<file path="config.mk">
export PLATFORM = sky130hd
export DESIGN_NAME = rotate_right_seq
export DESIGN_NICKNAME = d
export VERILOG_FILES = /design/src/rtl/rotate_right_seq.sv
export SDC_FILE = /design/constraint.sdc
export NUM_CORES = 1
export LEC_CHECK = 0
export ABC_AREA = 1
export ABC_CLOCK_PERIOD_IN_PS = 2100
export CORE_MARGIN = 5
export CORE_UTILIZATION = 30
export CTS_BUF_LIST = sky130_fd_sc_hd__clkbuf_2 sky130_fd_sc_hd__clkbuf_4 sky130_fd_sc_hd__clkbuf_8
export DETAILED_ROUTE_END_ITERATION = 10
export PLACE_DENSITY = 0.51
export SKIP_CTS_REPAIR_TIMING = 1
export SLEW_MARGIN = 20
export SYNTH_ARGS = -nofsm -noshare
export SYNTH_HDL_FRONTEND = slang
export SYNTH_SLANG_ARGS = --single-unit
</file>
<file path="constraint.sdc">
create_clock -name clk -period 2.1 [get_ports clk]
set_input_delay 0.315 -clock clk [delete_from_list [all_inputs] [get_ports clk]]
set_output_delay 0.315 -clock clk [all_outputs]
set_load 0.02 [all_outputs]
</file>
<file path="src/rtl/rotate_right_seq.sv">
// Four-stage 16-bit right shift/rotate unit: one binary-weighted stage (8,4,2,1) per cycle.
// Rotate-left is executed as a rotate-right by the two's complement of the count.
module rotate_right_seq #(
   parameter int WIDTH = 16
) (
   input  logic             clk,
   input  logic             rst,
   input  logic             Start,
   input  logic [WIDTH-1:0] In,
   input  logic [3:0]       Cnt,
   input  logic [1:0]       Op,
   output logic             Busy,
   output logic             Done,
   output logic [WIDTH-1:0] Out
);
   // state | meaning
   // IDLE  | waiting for Start
   // S8    | apply amt[3] (by 8)
   // S4    | apply amt[2] (by 4)
   // S2    | apply amt[1] (by 2)
   // S1    | apply amt[0] (by 1), load Out
   // DONE  | Done pulse; Start here chains the next operation
   typedef enum logic [2:0] {IDLE, S8, S4, S2, S1, DONE} state_t;

   localparam logic [1:0] OP_ROR = 2'b00;
   localparam logic [1:0] OP_SRL = 2'b01;
   localparam logic [1:0] OP_SRA = 2'b10;
   localparam logic [1:0] OP_ROL = 2'b11;

   state_t           state;
   logic [WIDTH-1:0] work;
   logic [3:0]       amt;
   logic [1:0]       opr;

   function automatic logic [WIDTH-1:0] step(input logic [WIDTH-1:0] w,
                                             input logic [1:0] op,
                                             input logic en,
                                             input int k);
      logic [WIDTH-1:0] r;
      r = w;
      if (en) begin
         case (op)
            OP_SRL:  r = w >> k;
            OP_SRA:  r = $signed(w) >>> k;
            default: r = (w >> k) | (w << (WIDTH - k));
         endcase
      end
      return r;
   endfunction

   always_ff @(posedge clk) begin
      if (rst) begin
         state <= IDLE;
         work  <= '0;
         amt   <= '0;
         opr   <= '0;
         Busy  <= 1'b0;
         Done  <= 1'b0;
         Out   <= '0;
      end else begin
         Done <= 1'b0;
         case (state)
            IDLE, DONE: begin
               if (Start) begin
                  work  <= In;
                  amt   <= (Op == OP_ROL) ? 4'd0 - Cnt : Cnt;
                  opr   <= (Op == OP_ROL) ? OP_ROR : Op;
                  Busy  <= 1'b1;
                  state <= S8;
               end else begin
                  state <= IDLE;
               end
            end
            S8: begin
               work  <= step(work, opr, amt[3], 8);
               state <= S4;
            end
            S4: begin
               work  <= step(work, opr, amt[2], 4);
               state <= S2;
            end
            S2: begin
               work  <= step(work, opr, amt[1], 2);
               state <= S1;
            end
            S1: begin
               work  <= step(work, opr, amt[0], 1);
               Out   <= step(work, opr, amt[0], 1);
               Done  <= 1'b1;
               Busy  <= 1'b0;
               state <= DONE;
            end
            default: begin
               Busy  <= 1'b0;
               state <= IDLE;
            end
         endcase
      end
   end
endmodule

</file>
; ---- After elaboration in Yosys (flattened, before gate mapping)
; Cells that the tools add are included.
[totals]
regBits = 43
elab_cells = 54
[op_classes]
n_addsub = 1
eq_ne = 15
muxes = 17
n_bitwise = 5
n_reduce_logical = 8
[ops]
columns = operator, count
row1 = $pmux 16 s2, 4
row2 = $mux 16, 5
row3 = $pmux 16 s5, 1
row4 = $or 12x16->16, 1
row5 = $or 14x16->16, 1
row6 = $or 15x16->16, 1
row7 = $or 8x16->16, 1
row8 = $pmux 3 s5, 1
row9 = $ne 2x2->1 const B, 7
row10 = $reduce_and 8->1, 1
row11 = $eq 3x2->1 const B, 2
row12 = $eq 3x3->1 const B, 2
row13 = $reduce_and 5->1, 1
row14 = $reduce_bool 5->1, 1
row15 = $eq 2x2->1 const B, 2
row16 = $mux 4, 1
row17 = $reduce_and 2->1, 2
row18 = $sub 1x4->4 const A, 1
row19 = $eq 3x1->1 const B, 1
row20 = $logic_not 3->1, 1
row21 = $mux 1, 3
row22 = $reduce_or 3->1, 1
row23 = $eq 2x1->1 const B, 1
row24 = $mux 2, 1
row25 = 3 further kinds, 3

; ---- Depth between registers and ports, before layout
; Gate-level depths: netlist of the first run.
[logic_depth]
ltp_word = 4
ltp_mapped = 11
depth_no_buf = 10

; ---- Worst setup path before layout of the first run
; Ideal clock, no wire load.
[synth_path]
kind = register to register
start = reg opr[0]
end = reg work[9]
arrival_time_ns = 1.451
path_slack_ns = 0.537
path_stages_with_launch = 12
path_buffers = 1
period_less_slack_ns = 1.563
path_cell_list = dfxtp_1 -> inv_1 -> ha_1 -> nor2_1 -> nand2_1 -> buf_2 -> nand2_1 -> nor2_1 -> nor2_1 -> nand3_1 -> nor2_1 -> nor2_1
[synth_via]
elab_chain_len = 4
word_cells_on_any_way = 11
classes_between = 2 x eq/ne / 9 x mux
[synth_rtl]
columns = element, line
row1 = start: declaration, 33  ; logic [1:0] opr;
row2 = start signal: assignment, 67  ; opr <= (Op == OP_ROL) ? OP_ROR : Op;
row3 = $eq 2x2->1 / $eq 2x1->1 (equally long branches), 42  ; case (op)
row4 = $pmux 16 s2, 42
row5 = $mux 16, --
row6 = $pmux 16 s5 (*), 62  ; case (state)
row7 = end signal: assignment, 65  ; work <= In;
row8 = end signal: assignment, 75  ; work <= step(work, opr, amt[3], 8);
row9 = end signal: assignment, 79  ; work <= step(work, opr, amt[2], 4);
row10 = end: declaration, 31  ; logic [WIDTH-1:0] work;
; Every way passes the cells marked *; elsewhere a longest branch is shown, timed or not. The select of a mux whose other input is x is not followed.
; A chain may end at the register's enable or synchronous reset.

; ---- Worst setup path in the final report of the first run
[layout_path]
start = reg opr[0]
end = reg work[12]
; Same word-level chain as after synthesis.

==> impl_metrics.yaml, run 1 <==
status:
  status: "complete, no violations"
setup_path:
  endpoint: "work[12]$_SDFFE_PP0P_"
  rr_startpoint: "opr[0]$_SDFFE_PP0N_"
  start_kind: "flop"
  critPathCaptureType: "flop"
  crit_chain: "inv_1, ha_1, buf_4, inv_1, nand2_1, nand2_1, nor2_1, nor2_1, nand3_1, nand2_1, a21oi_1"
  crit_arrival_ns: 2.07
  critPathLaunch: "opr[0]$_SDFFE_PP0N_"
  r2r-end: "work[12]$_SDFFE_PP0P_"
  r2r_cells: 11
  cp_max_fo: 11
  r2r_slack_ns: 0.22
  slowest_stage: "dfxtp_1"
  critPathMaxStageDelay_ns: 0.35
  path_class: "reg -> reg"
  cpMostUsedCell: "nand2_1"
  worstPathRequired_ns: 2.29
floorplan:
  die_x_um: 102
  fp.coreArea_um2: 8260
  num_rows: 33
  ios: 43
  die_y_um: 102
  die_area_um2: 10500
  start_util: 0.310
timing:
  report.final.slew_viol_count: 0
  finClkSkew_ns: 0.0119
  worst_pin_slew_ns: 0.709
  fmax_ghz: 0.532
  finalSetupViolCount: 0
  slew_headroom: 0.527
  tns_ns: 0
  rsz0062_at_grt: "no"
  post-route-period-util: 0.896
  hold_viol: 0
  period_minus_slack_ns: 1.88
global_route:
  gr-total-overflow: 0
  track_usage: 0.168
  grt_max_degree: 29
  grt_pass1_vias: 2634
  antenna_found_initial: 0
  grt_pass1_wl_um: 13400
routing:
  vias: 2741
  drcViolationCount: 0
  via_per_inst: 4.81
  drt-initial-drc-count: 136
  routedWlPerCell_um: 14.7
  ant_nets: 0
  first_pass_iters: 4
  wirelength_um: 8360
synth:
  yosysSeqAreaShare: 0.336
  synth_top_cell_area_share: 0.336
  async_flop_share: 0
  yosys-top-cells-area: "dfxtp_1 (34%), nand2_1 (18%), nor2_1 (13%)"
  yosysTopAreaCell: "dfxtp_1"
  synthesis.area_um2: 2560
  yosysWarningCount: 0
  synth_cell_types: 24
  yosys-top-cells-count: "nand2_1 (125), nor2_1 (89), dfxtp_1 (43)"
  ys.flop_type: "dfxtp_1"
  synth.most_common_cell: "nand2_1"
  synth_area_per_cell_um2: 6.05
  ys_ff_latch: 43
  synth_nets: 451
  syn_inst: 423
  synth-edff-count: 0
placement:
  hpwl_um: 6000
  port_buffers: 42
  place.gp.congestion: 0.899
  place_inst: 562
clock_network:
  cts-htree-levels: 2
  path_clk_slew_ns: 0.09
  cts-root-buf: "clkbuf_8"
  worstSkewPairLatency_ns: 0.30
  cts_tree: "done"
  cts_buffer_depth: 2
  cts_sinks: 43
  cts_made_buffers: 5
pwr:
  p_leak_nw: 1.38
  vdd_ir_drop_max_v: 0.000328
  power.density_nw_per_um2: 805
finish:
  instances_no_fill: 570
  drive_gt1_frac: 0.0731
  area_growth_syn_to_layout_pct: 24.8
  nets: 492
  n_antenna_cell: 0
hold_path:
  worst_hold_path_type: "reg -> reg"
job:
  cap_violations: 0
-- power breakdown --
part / internal, mW / switching [mW]
combinational: 0.338 / 0.640
clock: 0.246 / 0.309
sequential: 0.916 / 0.124
-- worst min-delay path by stage --
stage / startpoint / endpoint / cells past startpoint
floorplan: amt[1]$_SDFFE_PP0N_ / amt[1]$_SDFFE_PP0N_ / 2
global placement: Busy$_SDFFE_PP0P_ / Busy$_SDFFE_PP0P_ / 1
detailed placement: Out[2]$_SDFFE_PP0P_ / Out[2]$_SDFFE_PP0P_ / 2
CTS: amt[1]$_SDFFE_PP0N_ / amt[1]$_SDFFE_PP0N_ / 2
global route: amt[1]$_SDFFE_PP0N_ / amt[1]$_SDFFE_PP0N_ / 2
finish: amt[1]$_SDFFE_PP0N_ / amt[1]$_SDFFE_PP0N_ / 2
-- flip-flops by register name, indices dropped and copies added, names as in the netlist --
register	cells
Done	1
opr	2
state	3
amt	4
work	16
Out	16
Busy	1
-- logic make-up (layout without fill, tap and decap cells) --
logic type,count (synthesis),after routing,share of synthesized area
AOI/OAI and AO/OA,56,56,0.123
xor gates and xnor gates,2,2,0.00684
adders and majority gates,3,3,0.0147
buffers and inverters,54,96,0.0865
DFF,43,43,0.336
and+or+nand+nor,265,265,0.433
-- worst max-delay path: cells and delay by family, from the launching register on --
| family | cells | cell delay [ns] |
|---|---|---|
| buffers and inverters | 3 | 0.32 |
| AOI/OAI and AO/OA | 1 | 0.05 |
| DFF | 1 | 0.35 |
| and+or+nand+nor | 6 | 0.76 |
| adders and majority gates | 1 | 0.31 |
-- cell usage in the layout, fill, tap and decap left out, drive strengths merged, types with 10 or more instances in the layout --
| master | netlist | layout |
|---|---|---|
| nand2 | 130 | 130 |
| nor2 | 96 | 96 |
| dfxtp | 43 | 43 |
| clkdlybuf4s50 | 0 | 42 |
| inv | 35 | 35 |
| a21oi | 33 | 33 |
| nand3 | 30 | 30 |
| buf | 10 | 11 |
| o211ai | 10 | 10 |
-- per-layer routing --
metal / up-vias / share of wire / global-route usage
met4: 0 / 0.013 / 0.0565
met5: - / 0 / 0
met2: 70 / 0.46 / 0.264
li1: 1424 / - / -
met3: 12 / 0.048 / 0.0246
met1: 1235 / 0.47 / 0.234
-- through the flow --
step                power, mW   util  area [um2]  hold slack (ns)  setup WS (ns)
finish                   2.57  0.387        3200            0.460          0.219
CTS                      2.59  0.387        3190            0.469          0.116
global placement         2.03  0.376        3110            0.452          0.204
global route             2.79  0.387        3200            0.494         0.0384
floorplan                1.71      -        2560            0.429          0.537
detailed placement       2.03  0.376        3110            0.455          0.135
-- cell type report --
cell class | instances | area (um2)
flip-flops and latches | 43 | 861
repair buffers | 53 | 503
well taps | 105 | 131
multi-input cells | 326 | 1480
fillers | 929 | 5060
clock inverters | 2 | 12.5
inverters | 35 | 131
clock buffers | 6 | 76.3
Power figures use the tool's default switching activity.
==> run 2: changes to the inputs <==
--- a/config.mk
+++ b/config.mk
@@ -10,7 +10,9 @@
 export CORE_MARGIN = 5
 export CORE_UTILIZATION = 30
 export CTS_BUF_LIST = sky130_fd_sc_hd__clkbuf_2 sky130_fd_sc_hd__clkbuf_4 sky130_fd_sc_hd__clkbuf_8
+export CTS_CLUSTER_DIAMETER = 200
 export DETAILED_ROUTE_END_ITERATION = 10
+export HOLD_SLACK_MARGIN = 0.03
 export PLACE_DENSITY = 0.51
 export SKIP_CTS_REPAIR_TIMING = 1
 export SLEW_MARGIN = 20
==> results of run 2 <==
Same layout as run 1: the final DEF is identical, and so are final timing and power.
